$ cat src/rtl/bootram_pkg.sv
// Shared definitions for the boot-RAM arbiter slice: default widths and the
// port-select enum used by the arbiter and the response pipeline.
package bootram_pkg;

  localparam int BOOTRAM_ADDR_W = 4;
  localparam int BOOTRAM_DATA_W = 32;

  typedef enum logic {
    PORT_P0 = 1'b0,
    PORT_P1 = 1'b1
  } port_sel_e;

endpackage

$ cat src/rtl/bootram_rr_arb.sv
// Two-way round-robin arbiter. Grants are combinational from the requests;
// the last-granted pointer moves only when a grant is issued, so a requester
// that withdraws without being granted leaves the arbitration order intact.
module bootram_rr_arb
  import bootram_pkg::*;
(
  input  logic clk_i,
  input  logic rst_i,
  input  logic p0_req,
  input  logic p1_req,
  output logic p0_gnt,
  output logic p1_gnt
);

  port_sel_e last_q;

  // Exactly one grant under contention: the port that did not win last time.
  assign p0_gnt = !rst_i && p0_req && (!p1_req || (last_q == PORT_P1));
  assign p1_gnt = !rst_i && p1_req && (!p0_req || (last_q == PORT_P0));

  // Track the most recent winner; reset favours p0 on the first contention.
  always_ff @(posedge clk_i) begin
    // NOTE: state registers use non-blocking assignment so every flop samples
    // pre-edge values, independent of the order of statements or blocks.
    if (rst_i) begin
      last_q <= PORT_P1;
    end else if (p0_gnt) begin
      last_q <= PORT_P0;
    end else if (p1_gnt) begin
      last_q <= PORT_P1;
    end
  end

endmodule

$ cat src/rtl/bootram_arb.sv
// Boot-RAM arbiter: shares a single-port boot RAM between an instruction-fetch
// reader (p0) and a loader/data port (p1), returning read data one cycle after
// each grant. Optional write-lock is enabled by defining
// BOOTRAM_ARB_WRITE_LOCK_EN; once locked, p1 writes are absorbed and flagged.
module bootram_arb
  import bootram_pkg::*;
#(
  parameter int ADDR_W = BOOTRAM_ADDR_W,
  parameter int DATA_W = BOOTRAM_DATA_W
) (
  input  logic              clk_i,
  input  logic              rst_i,
  // instruction-fetch requester (read-only)
  input  logic              p0_req_i,
  input  logic [31:0]       p0_addr_i,
  output logic              p0_gnt_o,
  output logic              p0_rvalid_o,
  output logic [DATA_W-1:0] p0_rdata_o,
  // loader/data requester (read-write)
  input  logic              p1_req_i,
  input  logic              p1_we_i,
  input  logic [31:0]       p1_addr_i,
  input  logic [DATA_W-1:0] p1_wdata_i,
  output logic              p1_gnt_o,
  output logic              p1_rvalid_o,
  output logic [DATA_W-1:0] p1_rdata_o,
  output logic              p1_err_o,
  // write-lock
  input  logic              lock_i,
  output logic              locked_o,
  // boot-RAM port (registered read data)
  output logic              ram_req_o,
  output logic              ram_wen_o,
  output logic [ADDR_W-1:0] ram_addr_o,
  output logic [DATA_W-1:0] ram_wdata_o,
  input  logic [DATA_W-1:0] ram_rdata_i
);

  logic      p0_gnt;
  logic      p1_gnt;
  logic      locked_q;
  logic      resp_valid_q;
  port_sel_e resp_port_q;
  logic      resp_err_q;
  logic      resp_deliver;

  bootram_rr_arb u_rr_arb (
    .clk_i  (clk_i),
    .rst_i  (rst_i),
    .p0_req (p0_req_i),
    .p1_req (p1_req_i),
    .p0_gnt (p0_gnt),
    .p1_gnt (p1_gnt)
  );

  assign p0_gnt_o  = p0_gnt;
  assign p1_gnt_o  = p1_gnt;
  assign ram_req_o = p0_gnt | p1_gnt;

  // Steer the RAM command from whichever port holds the grant.
  always_comb begin
    // NOTE: every output gets a default first so no path infers a latch.
    ram_addr_o  = p0_addr_i[ADDR_W+1:2];
    ram_wen_o   = 1'b0;
    ram_wdata_o = '0;
    if (p1_gnt) begin
      ram_addr_o  = p1_addr_i[ADDR_W+1:2];
      ram_wen_o   = p1_we_i & ~locked_q;
      ram_wdata_o = p1_wdata_i;
    end
  end

  // Remember who was granted so the returning RAM word is routed to them.
  always_ff @(posedge clk_i) begin
    if (rst_i) begin
      resp_valid_q <= 1'b0;
      resp_port_q  <= PORT_P0;
      resp_err_q   <= 1'b0;
    end else begin
      resp_valid_q <= ram_req_o;
      resp_port_q  <= p1_gnt ? PORT_P1 : PORT_P0;
      resp_err_q   <= p1_gnt & p1_we_i & locked_q;
    end
  end

`ifdef BOOTRAM_ARB_WRITE_LOCK_EN
  // Sticky lock: set by a lock pulse, cleared only by reset. A write granted
  // alongside the pulse still sees the old (unlocked) value and goes through.
  always_ff @(posedge clk_i) begin
    if (rst_i) begin
      locked_q <= 1'b0;
    end else if (lock_i) begin
      locked_q <= 1'b1;
    end
  end
`else
  assign locked_q = 1'b0;
`endif

  assign locked_o = locked_q;

  // A response still in flight when reset rises is never presented.
  assign resp_deliver = resp_valid_q & ~rst_i;
  assign p0_rvalid_o  = resp_deliver && (resp_port_q == PORT_P0);
  assign p1_rvalid_o  = resp_deliver && (resp_port_q == PORT_P1);
  assign p0_rdata_o   = p0_rvalid_o ? ram_rdata_i : '0;
  assign p1_rdata_o   = p1_rvalid_o ? ram_rdata_i : '0;
  assign p1_err_o     = p1_rvalid_o & resp_err_q;

  // Address bits outside the word index carry no meaning for this RAM.
  logic unused_ok;
  assign unused_ok = ^{lock_i,
                       p0_addr_i[31:ADDR_W+2], p0_addr_i[1:0],
                       p1_addr_i[31:ADDR_W+2], p1_addr_i[1:0]};

endmodule

$ cat config.mk
export PLATFORM = sky130hd
export DESIGN_NAME = bootram_arb
export DESIGN_NICKNAME = d
export VERILOG_FILES = /design/src/rtl/bootram_pkg.sv /design/src/rtl/bootram_rr_arb.sv /design/src/rtl/bootram_arb.sv
export SDC_FILE = /design/constraint.sdc
export NUM_CORES = 1
export LEC_CHECK = 0
export CAP_MARGIN = 10
export CORE_AREA = 2 2 94 96
export CTS_CLUSTER_DIAMETER = 30
export DETAILED_ROUTE_END_ITERATION = 10
export DIE_AREA = 0 0 96 98
export GPL_TIMING_DRIVEN = 0
export SYNTH_ARGS = -nofsm -noshare
export SYNTH_HDL_FRONTEND = slang
export SYNTH_SLANG_ARGS = --single-unit
$ cat constraint.sdc
create_clock -name clk_i -period 1.5 [get_ports clk_i]
set_input_delay 0.375 -clock clk_i [delete_from_list [all_inputs] [get_ports clk_i]]
set_output_delay 0.375 -clock clk_i [all_outputs]
set_load 0.01 [all_outputs]
==> impl_metrics.tcl, run 1 <==
set metrics [dict create \
    ys_async_sr_fraction_pct 0 \
    drcViolationCount 0 \
    synth_edf_count 0 \
    grt_pass1_wl_mm 8.48 \
    ctsHoldBuffers 0 \
    clk_path_buf_depth 2 \
    post-route-period-util_pct 121 \
    fp.dieH_um 98 \
    fin_setup_tns_ns -21.19 \
    clock_latency_ns 0.23 \
    synth_commonest_cells "95 x and2_1, 4 x clkbuf_1, 4 x mux2_4" \
    holdCritPathClass "primary input to flop" \
    synthTopCellsByArea "and2_1 66%, dfxtp_1 6.7%, mux2_4 6.7%" \
    rsz0062_at_grt "true" \
    drive_gt1_share_pct 71.9 \
    endpoint_kind "primary output" \
    hpwlAfterDp_mm 4.20 \
    root_buffer "clkbuf_8" \
    via_count 1723 \
    cts_buffers 3 \
    yosysSeqAreaShare_pct 6.68 \
    cts_num_sinks 3 \
    avgSynthCellArea_um2 6.87 \
    netlist-cell-type-count 17 \
    drt_wl_total_mm 5.81 \
    slew_violations 0 \
    nets 487 \
    synth.most_common_cell "and2_1" \
    crit_fanout 7 \
    diodes 0 \
    drtPass1Iterations 4 \
    core_um2 8470 \
    setup_violations 103 \
    failed_checks "setup timing" \
    power_density_nw_per_um2 300 \
    layout.cells.non_filler 460 \
    start_kind "flop" \
    drt_iter0_markers 18 \
    setup_ws_ns -0.308 \
    io-pin-count 242 \
    arrival_ns 1.43 \
    grt.total_usage_pct 11.3 \
    area_growth_pct 304 \
    syn_area_um2 900 \
    clock_skew_ns 0.00559 \
    die_w_um 96 \
    path_clk_slew_ns 0.03 \
    power_uw 1090 \
    cts_max_level 1 \
    critPathKind "flop to primary output" \
    max-cap-violations 0 \
    dp_cells 421 \
    grt_pass1_vias 1783 \
    port_buffers 181 \
    viasPerCell 3.75 \
    ir_worst_vdd_mv 0.506 \
    outcome "finished with violations" \
    grt_max_degree 11 \
    dieArea_um2 9410 \
    final-hold-violation-count 0 \
    gp_congestion 0.646 \
    cts_tree "yes" \
    row_count 34 \
    yosys_warnings 0 \
    leakage_uw 0.00177 \
    critPathRequiredTime_ns 1.12 \
    fmax_mhz 553 \
    netlist_instances 131 \
    floorplan.initialDensity_pct 10.6 \
    wl_per_cell_um 12.6 \
    detail-route-antenna-nets 0 \
    synth_top_area_share_pct 66.1 \
    ys.flop_type "dfxtp_1" \
    synth_top_cell_by_area "and2_1" \
    finalCriticalPeriod_ns 1.81 \
    grt-ovfl-total 0 \
    antenna_found_initial 0 \
    ys_seq_elements 3 \
]
## cells in the final DEF (no fill, tap or decap)
cell,netlist,layout
nand2_2,0,1
and3b_1,3,1
clkdlybuf4s50_1,0,72
o21ai_2,0,1
nand2_1,2,1
conb_1,1,2
nor2_1,3,3
and2_4,0,81
clkbuf_1,4,1
nor3b_4,0,1
buf_2,3,19
nand2b_1,1,1
nor3b_2,1,2
and3b_2,0,2
dfxtp_2,0,2
buf_12,0,4
buf_4,3,7
and2_1,95,14
clkbuf_8,0,3
nor2b_1,1,1
nor3_1,1,1
mux2_4,4,4
dlygate4sd2_1,0,2
buf_8,0,9
buf_6,3,116
dfxtp_4,0,1
## cell families (layout without fill, tap and decap cells)
group           count (synthesis)  after routing  synth area share (%)
mux                             4              4                  6.68
simple gates                  109            109                  76.1
flops                           3              3                  6.68
buf+inv                        13            233                  9.60
other cells                     1              2                 0.417
compound gates                  1              1                 0.556
## per-stage QoR
stage / hold slack (ns) / util, % / instance area, um^2 / setup WS (ns)
after floorplan: 0.482 / - / 913 / -0.0403
after global placement: 0.507 / 33.8 / 2860 / -0.974
after detailed placement: 0.540 / 33.8 / 2860 / -0.973
after CTS: 0.350 / 36.9 / 3120 / -0.325
after global routing: 0.371 / 43.0 / 3640 / -0.341
final: 0.343 / 43.0 / 3640 / -0.308
## sequential cells by signal (all words and copies together), names as in the netlist
name	count
resp_valid_q	1
u_rr_arb.last_q	1
resp_port_q	1
## power breakdown
part           internal [uW]  switching, uW
sequential              85.6           4.55
combinational            523            229
clock                    182           67.6
## routing by layer
| layer | track usage, % | part of all wire [%] | vias up |
|---|---|---|---|
| met5 | 0 | 0 | - |
| met4 | 2.31 | 1.2 | 0 |
| met3 | 1.54 | 7.2 | 8 |
| met2 | 22.3 | 57 | 87 |
| met1 | 12.3 | 35 | 788 |
| li1 | - | - | 840 |
## path summary, 6_finish.rpt
| kind | start | end | slack, ns | depth (start not counted) |
|---|---|---|---|---|
| setup reg to reg | u_rr_arb.last_q | resp_port_q | -0.29 | 13 |
| setup / recovery | u_rr_arb.last_q | ram_addr_o[0] | -0.31 | 5 |
| hold / removal | rst_i | resp_valid_q | 0.34 | 2 |
| hold reg to reg | u_rr_arb.last_q | u_rr_arb.last_q | 0.59 | 3 |
## critical path, cell delays in order, from the launching register on
cell     delay (ns)
dfxtp_2        0.32
nand2_2        0.05
and3b_2        0.24
buf_8          0.16
mux2_4         0.31
buf_6          0.12
## area by class of cell
type / count / area (um^2)
Buffer: 12 / 150
Clock buffer: 4 / 45.0
Timing Repair Buffer: 217 / 2260
Sequential cell: 3 / 66.3
Multi-Input combinational cell: 116 / 985
Tap cell: 108 / 135
Fill cell: 823 / 4830
## timing repair
item / 4_1_cts / 5_1_grt
endpoints found under the hold margin: 0 / 0
endpoints found under the setup margin: 106 / 106
pin swaps: 68 / 18
gates resized for setup: 550 / 119
setup buffers: 26 / 6
gates cloned: 5 / 0
Power figures use the tool's default switching activity.
==> run 2: changes to the inputs <==
CELL_PAD_IN_SITES_DETAIL_PLACEMENT = 0   (was default)
CELL_PAD_IN_SITES_GLOBAL_PLACEMENT = 2   (was default)
CORE_AREA = default   (was 2 2 94 96)
CORE_MARGIN = 2   (was default)
CORE_UTILIZATION = 10   (was default)
DIE_AREA = default   (was 0 0 96 98)
PLACE_DENSITY_LB_ADDON = 0.1   (was default)
==> impl_metrics.tcl, run 2 (synthesis results as in run 1) <==
set metrics [dict create \
    reg_top3 "resp_port_q: 1 flops, resp_valid_q: 1 flops, u_rr_arb.last_q: 1 flops" \
    start_kind "flop" \
    path_clk_slew_ns 0.03 \
    gp_congestion 0.700 \
    fp.dieH_um 98.8 \
    grt.total_usage_pct 11.0 \
    diodes 0 \
    critPathRequiredTime_ns 1.12 \
    final-hold-violation-count 0 \
    antenna_found_initial 0 \
    cts_num_sinks 3 \
    endpoint_kind "primary output" \
    drt_iter0_markers 5 \
    failed_checks "setup timing" \
    nets 477 \
    outcome "finished with violations" \
    floorplan.initialDensity_pct 10.3 \
    setup_violations 100 \
    grt-ovfl-total 0 \
    dp_cells 421 \
    fin_hold_ws_ns 0.359 \
    area_growth_pct 282 \
    clock_skew_ns 0.000844 \
    grt_pass1_vias 1669 \
    crit_fanout 5 \
    grt_max_degree 11 \
    dpl_cell_area_um2 2860 \
    arrival_ns 1.41 \
    viasPerCell 3.69 \
    port_buffers 181 \
    wl_per_cell_um 13.2 \
    drt_wl_total_mm 5.95 \
    holdCritPathClass "primary input to flop" \
    layout.cells.non_filler 450 \
    io-pin-count 242 \
    cts_tree "yes" \
    hpwlAfterDp_mm 4.59 \
    core_um2 8720 \
    grt_pass1_wl_mm 8.67 \
    leakage_uw 0.00168 \
    cts_max_level 1 \
    fmax_mhz 561 \
    row_count 34 \
    clock_latency_ns 0.21 \
    clk_path_buf_depth 2 \
    cts_buffers 3 \
    final_cell_mix "108 x buf_6, 76 x and2_4, 72 x clkdlybuf4s50_1, 25 x buf_2, 19 x and2_1" \
    max-cap-violations 0 \
    drcViolationCount 0 \
    dieArea_um2 9770 \
    detail-route-antenna-nets 0 \
    via_count 1661 \
    slew_violations 0 \
    critPathKind "flop to primary output" \
    finalCriticalPeriod_ns 1.78 \
    drive_gt1_share_pct 69.3 \
    ir_worst_vdd_mv 0.163 \
    setup_ws_ns -0.283 \
    root_buffer "clkbuf_8" \
    design_area_um2 3430 \
    post-route-period-util_pct 119 \
    drtPass1Iterations 3 \
    rsz0062_at_grt "true" \
    die_w_um 98.8 \
    fin_util_pct 39.4 \
    power_density_nw_per_um2 290 \
    layout_commonest_cell "buf_6" \
]
## run 2: cell types whose count changed in the layout (fill, tap and decap cells not counted), sizes merged
cell,before,now
buf,155,145
## run 2: per-stage QoR
stage / power, uW / setup WS, ns / TNS (ns)
6_report: 994 / -0.283 / -18.34
5_1_grt: 1050 / -0.326 / -23.00
4_1_cts: 916 / -0.323 / -20.95
3_5_place_dp: 636 / -0.993 / -80.85
3_3_place_gp: 640 / -0.999 / -83.00
2_1_floorplan: 255 / -0.0403 / -0.161
## run 2: per-layer routing
layer	up-vias	global-route usage [%]	wire, um
li1	816	-	-
met1	735	10.8	1900
met2	100	21.9	3300
met3	10	3.48	644
met4	0	2.63	104
met5	-	0	0
## run 2: area by class of cell
type                            instances  area (um^2)
Fill cell                             919         5290
Timing Repair Buffer                  206         2060
Multi-Input combinational cell        116          966
Buffer                                 13          158
Tap cell                              108          135
Sequential cell                         3         66.3
Clock buffer                            4         45.0
## run 2: final timing paths
check,from,end,slack (ns),depth (start not counted)
worst max-delay path,u_rr_arb.last_q,ram_addr_o[1],-0.28,5
worst min-delay path,rst_i,resp_valid_q,0.36,2
worst max register to register,u_rr_arb.last_q,u_rr_arb.last_q,0.73,3
worst min register to register,u_rr_arb.last_q,u_rr_arb.last_q,0.54,3
## run 2: report_power, final
group | switching (uW) | total (uW) | leakage, uW | internal (uW)
clock network | 50.8 | 232 | 0.0000228 | 181
registers | 4.26 | 90.0 | 0.0000255 | 85.7
logic | 210 | 673 | 0.00163 | 462
## run 2: worst max-delay path, stage by stage, from the launching register on
cell,delay [ns]
dfxtp_2,0.31
nand2_2,0.06
and3b_2,0.24
buf_6,0.15
mux2_4,0.31
buf_6,0.12
## run 2: what timing repair did
item                       in CTS  in global routing
pin swaps                      64                  7
setup endpoints to repair     106                103
resized for setup             544                115
hold buffers                    0                  0
cloned                          6                  0
setup buffers                  15                  6
==> run 3: changes to the inputs <==
RECOVER_POWER = 100   (was default)
==> impl_metrics.tcl, run 3 (synthesis results as in run 1) <==
set metrics [dict create \
    ctsHoldBuffers 0 \
    outcome "finished with violations" \
    cts_num_sinks 3 \
    pre_cts_ws_ns -0.993 \
    clock_skew_ns 0.00112 \
    max-cap-violations 0 \
    clock_latency_ns 0.21 \
    power_frac_comb_pct 67.6 \
    cp_common_cell "buf_6" \
    setup_ws_ns -0.284 \
    fmax_mhz 561 \
    final-hold-violation-count 0 \
    holdCritPathClass "primary input to flop" \
    power_density_nw_per_um2 290 \
    grt-ovfl-total 0 \
    viasPerCell 3.69 \
    dieArea_um2 9770 \
    setup_violations 100 \
    drcViolationCount 0 \
    core_um2 8720 \
    antenna_found_initial 0 \
    crit_fanout 5 \
    clk_path_buf_depth 2 \
    drt_wl_total_mm 5.95 \
    fp.dieH_um 98.8 \
    slowest_stage "dfxtp_2" \
    port_buffers 181 \
    cts_max_level 1 \
    arrival_ns 1.41 \
    reg_top3 "resp_port_q: 1 flops, resp_valid_q: 1 flops, u_rr_arb.last_q: 1 flops" \
    critPathRequiredTime_ns 1.12 \
    failed_checks "setup timing" \
    critPathKind "flop to primary output" \
    die_w_um 98.8 \
    drtPass1Iterations 3 \
    floorplan.initialDensity_pct 10.3 \
    via_count 1659 \
    dp_cells 421 \
    hpwlAfterDp_mm 4.59 \
    root_buffer "clkbuf_8" \
    drive_gt1_share_pct 68.7 \
    cts_buffers 3 \
    rsz0062_at_grt "true" \
    post-route-period-util_pct 119 \
    p_int_uw 729 \
    clockPowerShare_pct 23.4 \
    grt_pass1_wl_mm 8.67 \
    grt_max_degree 11 \
    row_count 34 \
    detail-route-antenna-nets 0 \
    slew_violations 0 \
    path_clk_slew_ns 0.03 \
    cts_tree "yes" \
    layout.cells.non_filler 450 \
    drt_iter0_markers 6 \
    power_switching_uw 265 \
    max_stage_delay_ns 0.31 \
    fin_util_pct 39.3 \
    layout_commonest_cell "buf_6" \
    netSwitchingFraction_pct 26.7 \
    finalCriticalPeriod_ns 1.78 \
    start_kind "flop" \
    grt.total_usage_pct 11.0 \
    wl_per_cell_um 13.2 \
    critical_path.cell_chain "nand2_2, and3b_2, buf_6, mux2_4, buf_6" \
    io-pin-count 242 \
    ir_worst_vdd_mv 0.163 \
    fin_setup_tns_ns -18.38 \
    leakage_uw 0.00168 \
    seqPwrFrac_pct 9.1 \
    diodes 0 \
    endpoint_kind "primary output" \
    area_growth_pct 281 \
    nets 477 \
    gp_congestion 0.700 \
    final_cell_mix "108 x buf_6, 76 x and2_4, 72 x clkdlybuf4s50_1, 22 x buf_2, 19 x and2_1" \
    grt_pass1_vias 1669 \
]
-- run 3: final timing paths --
| path | startpoint | endpoint | slack [ns] | cells after the start |
|---|---|---|---|---|
| worst min-delay path | rst_i | resp_valid_q | 0.36 | 2 |
| worst max-delay path | u_rr_arb.last_q | ram_addr_o[1] | -0.28 | 5 |
| worst max register to register | u_rr_arb.last_q | u_rr_arb.last_q | 0.73 | 3 |
| worst min register to register | u_rr_arb.last_q | u_rr_arb.last_q | 0.54 | 3 |
-- run 3: layer usage --
layer / global-route usage (%) / vias to the layer above / routed length, um
li1: - / 815 / -
met1: 10.8 / 733 / 1900
met2: 21.9 / 101 / 3300
met3: 3.48 / 10 / 646
met4: 2.63 / 0 / 104
met5: 0 / - / 0
-- run 3: critical path, delay by kind of cell, from the launching register on --
kind | cells | cell delay [ns]
flops | 1 | 0.31
mux | 1 | 0.31
simple gates | 2 | 0.30
buf+inv | 2 | 0.27
-- run 3: area by class of cell --
cell class              instances  area (um^2)
flip-flops and latches          3         66.3
repair buffers                206         2060
fillers                       921         5290
multi-input cells             116          963
clock buffers                   4         45.0
plain buffers                  13          158
well taps                     108          135
-- run 3: power by group through the flow --
| stage | Sequential, uW | Clock, uW | Combinational [uW] |
|---|---|---|---|
| after global routing | 90.8 | 243 | 717 |
| final | 90.0 | 232 | 672 |
| after global placement | 90.7 | 0 | 549 |
| after detailed placement | 90.7 | 0 | 546 |
| after floorplan | 89.5 | 0 | 165 |
| after CTS | 90.1 | 238 | 588 |
-- run 3: timing repair --
item / 4_1_cts / 5_1_grt
pin swaps: 64 / 7
cloned: 6 / 0
resized for setup: 544 / 115
buffers inserted: 15 / 6
setup endpoints to repair: 106 / 103
-- run 3: through the flow --
step / hold slack [ns] / total power [uW] / cell area (um^2)
4_1_cts: 0.362 / 916 / 2970
6_report: 0.359 / 994 / 3430
3_3_place_gp: 0.520 / 640 / 2860
3_5_place_dp: 0.517 / 636 / 2860
2_1_floorplan: 0.482 / 255 / 913
5_1_grt: 0.371 / 1050 / 3430
